==> config.mk <==
export PLATFORM = sky130hd
export DESIGN_NAME = dm_cache_ctrl_flat
export DESIGN_NICKNAME = d
export VERILOG_FILES = /design/src/rtl/dm_cache_ctrl_pkg.sv /design/src/rtl/dm_cache_ctrl_if.sv /design/src/rtl/dm_cache_ctrl_line_store.sv /design/src/rtl/dm_cache_ctrl.sv /design/src/flat_wrapper.sv
export SDC_FILE = /design/constraint.sdc
export NUM_CORES = 1
export LEC_CHECK = 0
export BUFFER_PORTS_ARGS = -buffer_cell sky130_fd_sc_hd__buf_2
export CAP_MARGIN = 20
export CORE_ASPECT_RATIO = 0.7
export CORE_MARGIN = 4
export CORE_UTILIZATION = 49
export DETAILED_ROUTE_END_ITERATION = 16
export PLACE_DENSITY = 0.69
export RECOVER_POWER = 100
export SYNTH_ARGS = -nofsm -noshare
export SYNTH_HDL_FRONTEND = slang
export SYNTH_SLANG_ARGS = --single-unit
==> constraint.sdc <==
create_clock -name clock -period 6.8 [get_ports clock]
set_input_delay 1.02 -clock clock [delete_from_list [all_inputs] [get_ports clock]]
set_output_delay 1.02 -clock clock [all_outputs]
set_load 0.05 [all_outputs]
==> src/rtl/dm_cache_ctrl_pkg.sv <==
`default_nettype none
// ============================================================================
// cache_ctrl_pkg : shared types and default geometry for dm_cache_ctrl
// Revision: 1.0
// ============================================================================
package cache_ctrl_pkg;

   localparam int unsigned CACHE_ADDR_W  = 5;
   localparam int unsigned CACHE_DATA_W  = 32;
   localparam int unsigned CACHE_INDEX_W = 3;
   localparam int unsigned STAT_W        = 16;

   typedef enum logic [1:0] {
      IDLE   = 2'd0,
      LOOKUP = 2'd1,
      FILL   = 2'd2,
      WRITE  = 2'd3
   } state_e;

endpackage
`default_nettype wire

==> src/rtl/dm_cache_ctrl_if.sv <==
`default_nettype none
// ============================================================================
// dm_cache_ctrl_if : CPU request/response and backing-RAM pins of the cache
// Revision: 1.0
// ============================================================================
interface dm_cache_ctrl_if #(
   parameter int unsigned ADDR_W = 5,
   parameter int unsigned DATA_W = 32
);
   logic              cpu_req;
   logic              cpu_we;
   logic [ADDR_W-1:0] cpu_addr;
   logic [DATA_W-1:0] cpu_wdata;
   logic              cpu_ready;
   logic              cpu_done;
   logic [DATA_W-1:0] cpu_rdata;
   logic [ADDR_W-1:0] mem_address;
   logic [DATA_W-1:0] mem_data;
   logic              mem_rden;
   logic              mem_wren;
   logic [DATA_W-1:0] mem_q;

   // Controller side: serves the CPU, masters the RAM.
   modport slave (
      input  cpu_req, cpu_we, cpu_addr, cpu_wdata, mem_q,
      output cpu_ready, cpu_done, cpu_rdata, mem_address, mem_data, mem_rden, mem_wren
   );

   modport master (
      output cpu_req, cpu_we, cpu_addr, cpu_wdata, mem_q,
      input  cpu_ready, cpu_done, cpu_rdata, mem_address, mem_data, mem_rden, mem_wren
   );
endinterface
`default_nettype wire

==> src/rtl/dm_cache_ctrl_line_store.sv <==
`default_nettype none
// ============================================================================
// cache_line_store : valid/tag/data arrays, combinational lookup, one write port
// Revision: 1.0
// ============================================================================
module cache_line_store #(
   parameter int unsigned INDEX_W = 3,
   parameter int unsigned TAG_W   = 2,
   parameter int unsigned DATA_W  = 32
) (
   input  logic               clock,
   input  logic               i_rst,
   input  logic [INDEX_W-1:0] rd_index_i,
   output logic               rd_valid_o,
   output logic [TAG_W-1:0]   rd_tag_o,
   output logic [DATA_W-1:0]  rd_data_o,
   input  logic               wr_en_i,
   input  logic [INDEX_W-1:0] wr_index_i,
   input  logic [TAG_W-1:0]   wr_tag_i,
   input  logic [DATA_W-1:0]  wr_data_i
);
   localparam int unsigned LINES = 2 ** INDEX_W;

   logic [LINES-1:0]  valid_q;
   logic [TAG_W-1:0]  tag_q  [LINES];
   logic [DATA_W-1:0] data_q [LINES];

   // Every write (fill or write-hit) leaves the line valid with the given tag.
   always_ff @(posedge clock) begin
      if (i_rst) begin
         valid_q <= '0;
      end else if (wr_en_i) begin
         valid_q[wr_index_i] <= 1'b1;
      end
   end

   always_ff @(posedge clock) begin
      if (wr_en_i) begin
         tag_q[wr_index_i]  <= wr_tag_i;
         data_q[wr_index_i] <= wr_data_i;
      end
   end

   assign rd_valid_o = valid_q[rd_index_i];
   assign rd_tag_o   = tag_q[rd_index_i];
   assign rd_data_o  = data_q[rd_index_i];

endmodule
`default_nettype wire

==> src/rtl/dm_cache_ctrl.sv <==
`default_nettype none
// ============================================================================
// dm_cache_ctrl : direct-mapped write-through no-write-allocate cache controller
// Optional hit/miss counters built when CACHE_STATS_EN is defined.
// Revision: 1.0
// ============================================================================
module dm_cache_ctrl
   import cache_ctrl_pkg::*;
#(
   parameter int unsigned ADDR_W  = CACHE_ADDR_W,
   parameter int unsigned DATA_W  = CACHE_DATA_W,
   parameter int unsigned INDEX_W = CACHE_INDEX_W
) (
   input  logic              clock,
   input  logic              i_rst,
   dm_cache_ctrl_if.slave    bus,
   output logic [STAT_W-1:0] stat_hits,
   output logic [STAT_W-1:0] stat_misses
);
   localparam int unsigned TAG_W = ADDR_W - INDEX_W;

   state_e            state_q, state_d;
   logic [ADDR_W-1:0] addr_q, addr_d;
   logic              we_q, we_d;
   logic [DATA_W-1:0] wdata_q, wdata_d;
   logic              done_q, done_d;
   logic [DATA_W-1:0] rdata_q, rdata_d;

   logic [INDEX_W-1:0] index;
   logic [TAG_W-1:0]   tag;
   logic               line_valid;
   logic [TAG_W-1:0]   line_tag;
   logic [DATA_W-1:0]  line_data;
   logic               hit;
   logic               st_wr_en;
   logic [DATA_W-1:0]  st_wr_data;
   logic [ADDR_W-1:0]  mem_addr;
   logic [DATA_W-1:0]  mem_wdata;
   logic               rden;
   logic               wren;

   assign index = addr_q[INDEX_W-1:0];
   assign tag   = addr_q[ADDR_W-1:INDEX_W];
   assign hit   = line_valid && (line_tag == tag);

   cache_line_store #(
      .INDEX_W (INDEX_W),
      .TAG_W   (TAG_W),
      .DATA_W  (DATA_W)
   ) u_store (
      .clock      (clock),
      .i_rst      (i_rst),
      .rd_index_i (index),
      .rd_valid_o (line_valid),
      .rd_tag_o   (line_tag),
      .rd_data_o  (line_data),
      .wr_en_i    (st_wr_en),
      .wr_index_i (index),
      .wr_tag_i   (tag),
      .wr_data_i  (st_wr_data)
   );

   always_comb begin
      state_d    = state_q;
      addr_d     = addr_q;
      we_d       = we_q;
      wdata_d    = wdata_q;
      done_d     = 1'b0;
      rdata_d    = rdata_q;
      st_wr_en   = 1'b0;
      st_wr_data = wdata_q;
      mem_addr   = '0;
      mem_wdata  = '0;
      rden       = 1'b0;
      wren       = 1'b0;
      case (state_q)
         IDLE: begin
            if (bus.cpu_req) begin
               addr_d  = bus.cpu_addr;
               we_d    = bus.cpu_we;
               wdata_d = bus.cpu_wdata;
               state_d = LOOKUP;
            end
         end
         LOOKUP: begin
            if (we_q) begin
               state_d = WRITE;
            end else if (hit) begin
               rdata_d = line_data;
               done_d  = 1'b1;
               state_d = IDLE;
            end else begin
               state_d = FILL;
            end
         end
         FILL: begin
            rden       = 1'b1;
            mem_addr   = addr_q;
            st_wr_en   = 1'b1;
            st_wr_data = bus.mem_q;
            rdata_d    = bus.mem_q;
            done_d     = 1'b1;
            state_d    = IDLE;
         end
         WRITE: begin
            // Write-through: RAM always written; the line only if it is resident.
            wren      = 1'b1;
            mem_addr  = addr_q;
            mem_wdata = wdata_q;
            st_wr_en  = hit;
            done_d    = 1'b1;
            state_d   = IDLE;
         end
         default: state_d = IDLE;
      endcase
   end

   always_ff @(posedge clock) begin
      if (i_rst) begin
         state_q <= IDLE;
         addr_q  <= '0;
         we_q    <= 1'b0;
         wdata_q <= '0;
         done_q  <= 1'b0;
         rdata_q <= '0;
      end else begin
         state_q <= state_d;
         addr_q  <= addr_d;
         we_q    <= we_d;
         wdata_q <= wdata_d;
         done_q  <= done_d;
         rdata_q <= rdata_d;
      end
   end

   // Enables are gated by reset so an abandoned WRITE never lands in RAM.
   assign bus.cpu_ready   = (state_q == IDLE) && !i_rst;
   assign bus.cpu_done    = done_q;
   assign bus.cpu_rdata   = rdata_q;
   assign bus.mem_address = mem_addr;
   assign bus.mem_data    = mem_wdata;
   assign bus.mem_rden    = rden && !i_rst;
   assign bus.mem_wren    = wren && !i_rst;

`ifdef CACHE_STATS_EN
   logic [STAT_W-1:0] hits_q;
   logic [STAT_W-1:0] misses_q;
   logic              rd_lookup;

   assign rd_lookup = (state_q == LOOKUP) && !we_q;

   always_ff @(posedge clock) begin
      if (i_rst) begin
         hits_q   <= '0;
         misses_q <= '0;
      end else if (rd_lookup) begin
         if (hit && (hits_q != '1)) begin
            hits_q <= hits_q + 1'b1;
         end
         if (!hit && (misses_q != '1)) begin
            misses_q <= misses_q + 1'b1;
         end
      end
   end

   assign stat_hits   = hits_q;
   assign stat_misses = misses_q;
`else
   assign stat_hits   = '0;
   assign stat_misses = '0;
`endif

endmodule
`default_nettype wire
==> src/flat_wrapper.sv <==
// flat-port wrapper written by rule: the top's interface ports become plain ports
module dm_cache_ctrl_flat import cache_ctrl_pkg::*;
#(
   parameter int unsigned ADDR_W  = CACHE_ADDR_W,
   parameter int unsigned DATA_W  = CACHE_DATA_W,
   parameter int unsigned INDEX_W = CACHE_INDEX_W
)
  (clock, i_rst, stat_hits, stat_misses, bus_cpu_req, bus_cpu_we, bus_cpu_addr, bus_cpu_wdata, bus_mem_q, bus_cpu_ready, bus_cpu_done, bus_cpu_rdata, bus_mem_address, bus_mem_data, bus_mem_rden, bus_mem_wren);
  dm_cache_ctrl_if #(.ADDR_W(ADDR_W), .DATA_W(DATA_W)) bus_i ();
  input  logic clock;
  input  logic i_rst;
  output logic [STAT_W-1:0] stat_hits;
  output logic [STAT_W-1:0] stat_misses;
  input wire logic [$bits(bus_i.cpu_req)-1:0] bus_cpu_req;
  input wire logic [$bits(bus_i.cpu_we)-1:0] bus_cpu_we;
  input wire logic [$bits(bus_i.cpu_addr)-1:0] bus_cpu_addr;
  input wire logic [$bits(bus_i.cpu_wdata)-1:0] bus_cpu_wdata;
  input wire logic [$bits(bus_i.mem_q)-1:0] bus_mem_q;
  output wire logic [$bits(bus_i.cpu_ready)-1:0] bus_cpu_ready;
  output wire logic [$bits(bus_i.cpu_done)-1:0] bus_cpu_done;
  output wire logic [$bits(bus_i.cpu_rdata)-1:0] bus_cpu_rdata;
  output wire logic [$bits(bus_i.mem_address)-1:0] bus_mem_address;
  output wire logic [$bits(bus_i.mem_data)-1:0] bus_mem_data;
  output wire logic [$bits(bus_i.mem_rden)-1:0] bus_mem_rden;
  output wire logic [$bits(bus_i.mem_wren)-1:0] bus_mem_wren;
  assign bus_i.cpu_req = bus_cpu_req;
  assign bus_i.cpu_we = bus_cpu_we;
  assign bus_i.cpu_addr = bus_cpu_addr;
  assign bus_i.cpu_wdata = bus_cpu_wdata;
  assign bus_i.mem_q = bus_mem_q;
  assign bus_cpu_ready = bus_i.cpu_ready;
  assign bus_cpu_done = bus_i.cpu_done;
  assign bus_cpu_rdata = bus_i.cpu_rdata;
  assign bus_mem_address = bus_i.mem_address;
  assign bus_mem_data = bus_i.mem_data;
  assign bus_mem_rden = bus_i.mem_rden;
  assign bus_mem_wren = bus_i.mem_wren;
  dm_cache_ctrl #(.ADDR_W(ADDR_W), .DATA_W(DATA_W), .INDEX_W(INDEX_W)) u_core (.clock(clock), .i_rst(i_rst), .bus(bus_i), .stat_hits(stat_hits), .stat_misses(stat_misses));
endmodule
==> summary.txt <==
Hold path
  • Hold path depth: 2
  • Min-delay src: u_core.bus.cpu_rdata[23]
  • Hold Path End: u_core.bus.cpu_rdata[23]
  • Worst min-delay path class: reg2reg

Synthesis
  • Primary FF master, synth: edfxtp_1
  • Register area share after synthesis: 0.6765
  • Mean area per synthesized cell: 14.63 um^2
  • Area contributors post-synth: edfxtp_1 56%, dfxtp_1 12%, mux4_2 11%, mux2i_1 5.0%, nand2_1 4.5%
  • EDFF count, synth: 272
  • Most common library cells after synthesis: 272 x edfxtp_1, 173 x nand2_1, 84 x dfxtp_1
  • Yosys reg bits: 356
  • Synthesis Warnings: 0
  • Top cell type's share of synthesized area: 0.5610
  • Syn Inst Count: 995
  • Synth unique cells: 34
  • Area leader, netlist: edfxtp_1
  • Most frequent cell after synthesis: edfxtp_1
  • Synth Cell Area: 14560 um^2
  • Asr flop ratio synth: 0

Pwr
  • Internal: 3.882 mW
  • Logic gate share of total power: 0.140
  • Cell Pwr Density: 317.7 nW/um^2
  • Sequential power share: 0.486
  • Total power: 5.248 mW
  • NetSw: 1.366 mW
  • Clock power share: 0.373
  • Max IR drop VDD: 0.1705 mV
  • Pleak: 5.648 nW
  • Switching part of the total power: 0.2603

Die
  • Die area: 32580 um^2
  • Die Y: 152.2 um
  • Die width: 214.0 um
  • CORE AREA: 29080 um^2
  • I/O pin cnt: 178
  • Starting Density: 0.5006
  • Rows: 52

STA
  • Max Clk Rate: 201.5 MHz
  • Final setup fails: 0
  • Setup TNS: 0 ps
  • Worst Hold Slack: 457.8 ps
  • Final worst slack: 1838 ps
  • Max-slew headroom: -0.9056
  • Final Hold Vio Count: 0
  • Period utilization: 0.7297
  • Clock period minus worst slack: 4962 ps
  • Final Skew: 12.84 ps
  • Slew Viols, Final: 251
  • Worst slew pin tran: 2821 ps
  • RSZ-0062 raised after global routing: false

Critical path
  • Reg-to-reg slack, setup: 1840 ps
  • Critical path's slowest cell: a41oi_1
  • Cell family with the largest share of critical-path delay: compound AO/OA/AOI/OAI gates
  • Count of buffer and inverter cells on the critical path: 1
  • Cells on worst reg2reg path: 6
  • Worst Path Required: 7230 ps
  • Crit path cell chain: mux2i_1 > mux4_2 > xor2_1 > a41oi_1 > buf_4 > mux2i_1
  • CP max stage delay: 2070 ps
  • Setup Crit Path Kind: reg2reg
  • Critical path startpoint category: flop
  • R2R Path End: u_core.bus.cpu_rdata[14]
  • Most numerous cell on the critical path: mux2i_1
  • CP max FO: 69
  • Crit. End Element: flop
  • WP data arrival: 5390 ps

Clock network
  • Reg clk slew, reported paths: 60 ps
  • CTS tree: done
  • Htree depth: 2
  • TritonCTS Buffers: 35
  • Post-CTS Repair Setup Buffers: 0
  • Worst-Skew Late Latency: 500 ps
  • CTS Root Buffer Type: clkbuf_16
  • CTS resizes: 0
  • Number of hold buffers added after CTS: 0
  • Clk sinks: 356
  • Max Buffers Root-to-Sink: 3

GRT
  • Overflow after GRT: 0
  • First-pass GRT wire length: 48.29 mm
  • Initial antenna violation count: 1
  • Total GRT Usage: 0.1869
  • Vias in the first global route: 8301
  • Largest net degree at the start of global routing: 70

Final layout
  • Area occupied by multi-input gates: 4141 um^2
  • Register area: 9858 um^2
  • # fillers: 2356
  • Synthesis-to-layout area growth: 13.46%
  • Fin cells: 1536
  • Antenna cells: 0
  • Ratio of cells with drive above 1 in the final layout: 0.1779
  • Fin nets: 1209

Placed design
  • Port Buf Inserts: 145
  • GPL Wtd Cong: 0.7288
  • Pre-CTS WS: 2500 ps
  • Placed Instances: 1473
  • DP Wirelength: 19.28 mm

Routing
  • Vias: 8217
  • Initial DRC Count: 774
  • Drc violations: 0
  • Vias per cell: 5.350
  • Routed wire per std cell: 20.09 um
  • Post-route ant nets: 0
  • DR pass1 iterations: 5
  • Wirelength, routed: 30.85 mm

Outcome
  • Failing checks: max-capacitance violations, max-slew violations
  • Status: finished, violations left

Flow run
  • Max-cap violations: 8
-- final cells by class --
cell class              instances  area share
flip-flops and latches        356      0.5968
multi-input cells             538      0.2507
clock buffers                  44     0.05764
repair buffers                164     0.04484
well taps                     378     0.02863
clock inverters                19     0.01295
inverters                      37    0.008408
-- worst max path at each step --
| stage | startpoint | to | slack [ps] | cells past startpoint |
|---|---|---|---|---|
| 4_1_cts | flop | u_core.u_store.data_q[2][26] | 2490 | 7 |
| 6_report | flop | u_core.bus.cpu_rdata[14] | 1840 | 6 |
| 3_5_place_dp | flop | u_core.u_store.data_q[2][13] | 2500 | 7 |
| 5_1_grt | flop | u_core.u_store.data_q[3][26] | 1510 | 6 |
| 2_1_floorplan | flop | u_core.u_store.data_q[4][0] | 1030 | 6 |
| 3_3_place_gp | flop | u_core.u_store.data_q[2][16] | 2290 | 6 |
-- cell families (layout without fill, tap and decap cells) --
logic type,Yosys count,in the layout,share of synthesized area
simple gates,243,243,0.07253
flops,356,356,0.6765
buf+inv,132,264,0.04615
fa+ha+maj,4,4,0.003438
other cells,1,32,0.0002576
mux,141,141,0.1555
xor+xnor,2,2,0.001719
compound gates,116,116,0.04392
-- routing by layer --
metal,global-route usage,up-vias,wire (um)
met5,0,-,0
met4,0.02839,0,328
met3,0.03448,34,1887
met2,0.2868,255,13680
met1,0.2888,4075,14950
li1,-,3853,-
-- power by group through the flow --
| stage | Sequential [mW] | Clock, mW | Combinational, mW |
|---|---|---|---|
| after global placement | 2.60 | 0 | 0.748 |
| after floorplan | 2.68 | 0 | 0.484 |
| final | 2.55 | 1.96 | 0.736 |
| after CTS | 2.55 | 2.00 | 0.762 |
| after detailed placement | 2.60 | 0 | 0.761 |
| after global routing | 2.56 | 2.10 | 0.798 |
-- worst reg2reg max path, delay by kind of cell (launching register included) --
family	cells	cell delay (ps)
AO/OA/AOI/OAI	1	2070
flip-flops	1	1000
multiplexers	3	1000
buffers and inverters	1	630
XOR/XNOR	1	200
-- sequential cells by signal (all words and copies together) (netlist names), named ones only --
register	count
u_core.state_q	2
u_core.we_q	1
u_core.u_store.valid_q	8
u_core.bus.cpu_rdata	32
u_core.addr_q	5
u_core.u_store.tag_q	16
u_core.wdata_q	32
u_core.u_store.data_q	256
u_core.bus.cpu_done	1
-- per-stage QoR --
stage	util	cell area (um^2)
2_1_floorplan	-	14680
3_3_place_gp	0.5348	15550
3_5_place_dp	0.5351	15560
4_1_cts	0.5752	16730
5_1_grt	0.5680	16520
6_report	0.5680	16520
-- layout by cell type (no fill, tap or decap), drive strengths merged --
master / Yosys / final
and2: 33 / 33
clkinv: 1 / 13
edfxtp: 272 / 272
nor2b: 11 / 11
bufinv: 0 / 5
a41oi: 5 / 5
mux2i: 72 / 72
mux4: 68 / 68
nor4b: 3 / 3
a211oi: 2 / 2
clkbuf: 41 / 126
mux2: 1 / 1
clkinvlp: 0 / 2
xor2: 2 / 2
nor3b: 1 / 1
buf: 54 / 82
ha: 4 / 4
inv: 36 / 36
a32o: 1 / 1
a31oi: 3 / 3
nor2: 15 / 15
o21ai: 64 / 64
dfxtp: 84 / 84
nand3: 2 / 2
a21oi: 41 / 41
nand2: 173 / 173
nand4: 1 / 1
nor4: 4 / 4
conb: 1 / 32
Power figures use the tool's default switching activity.
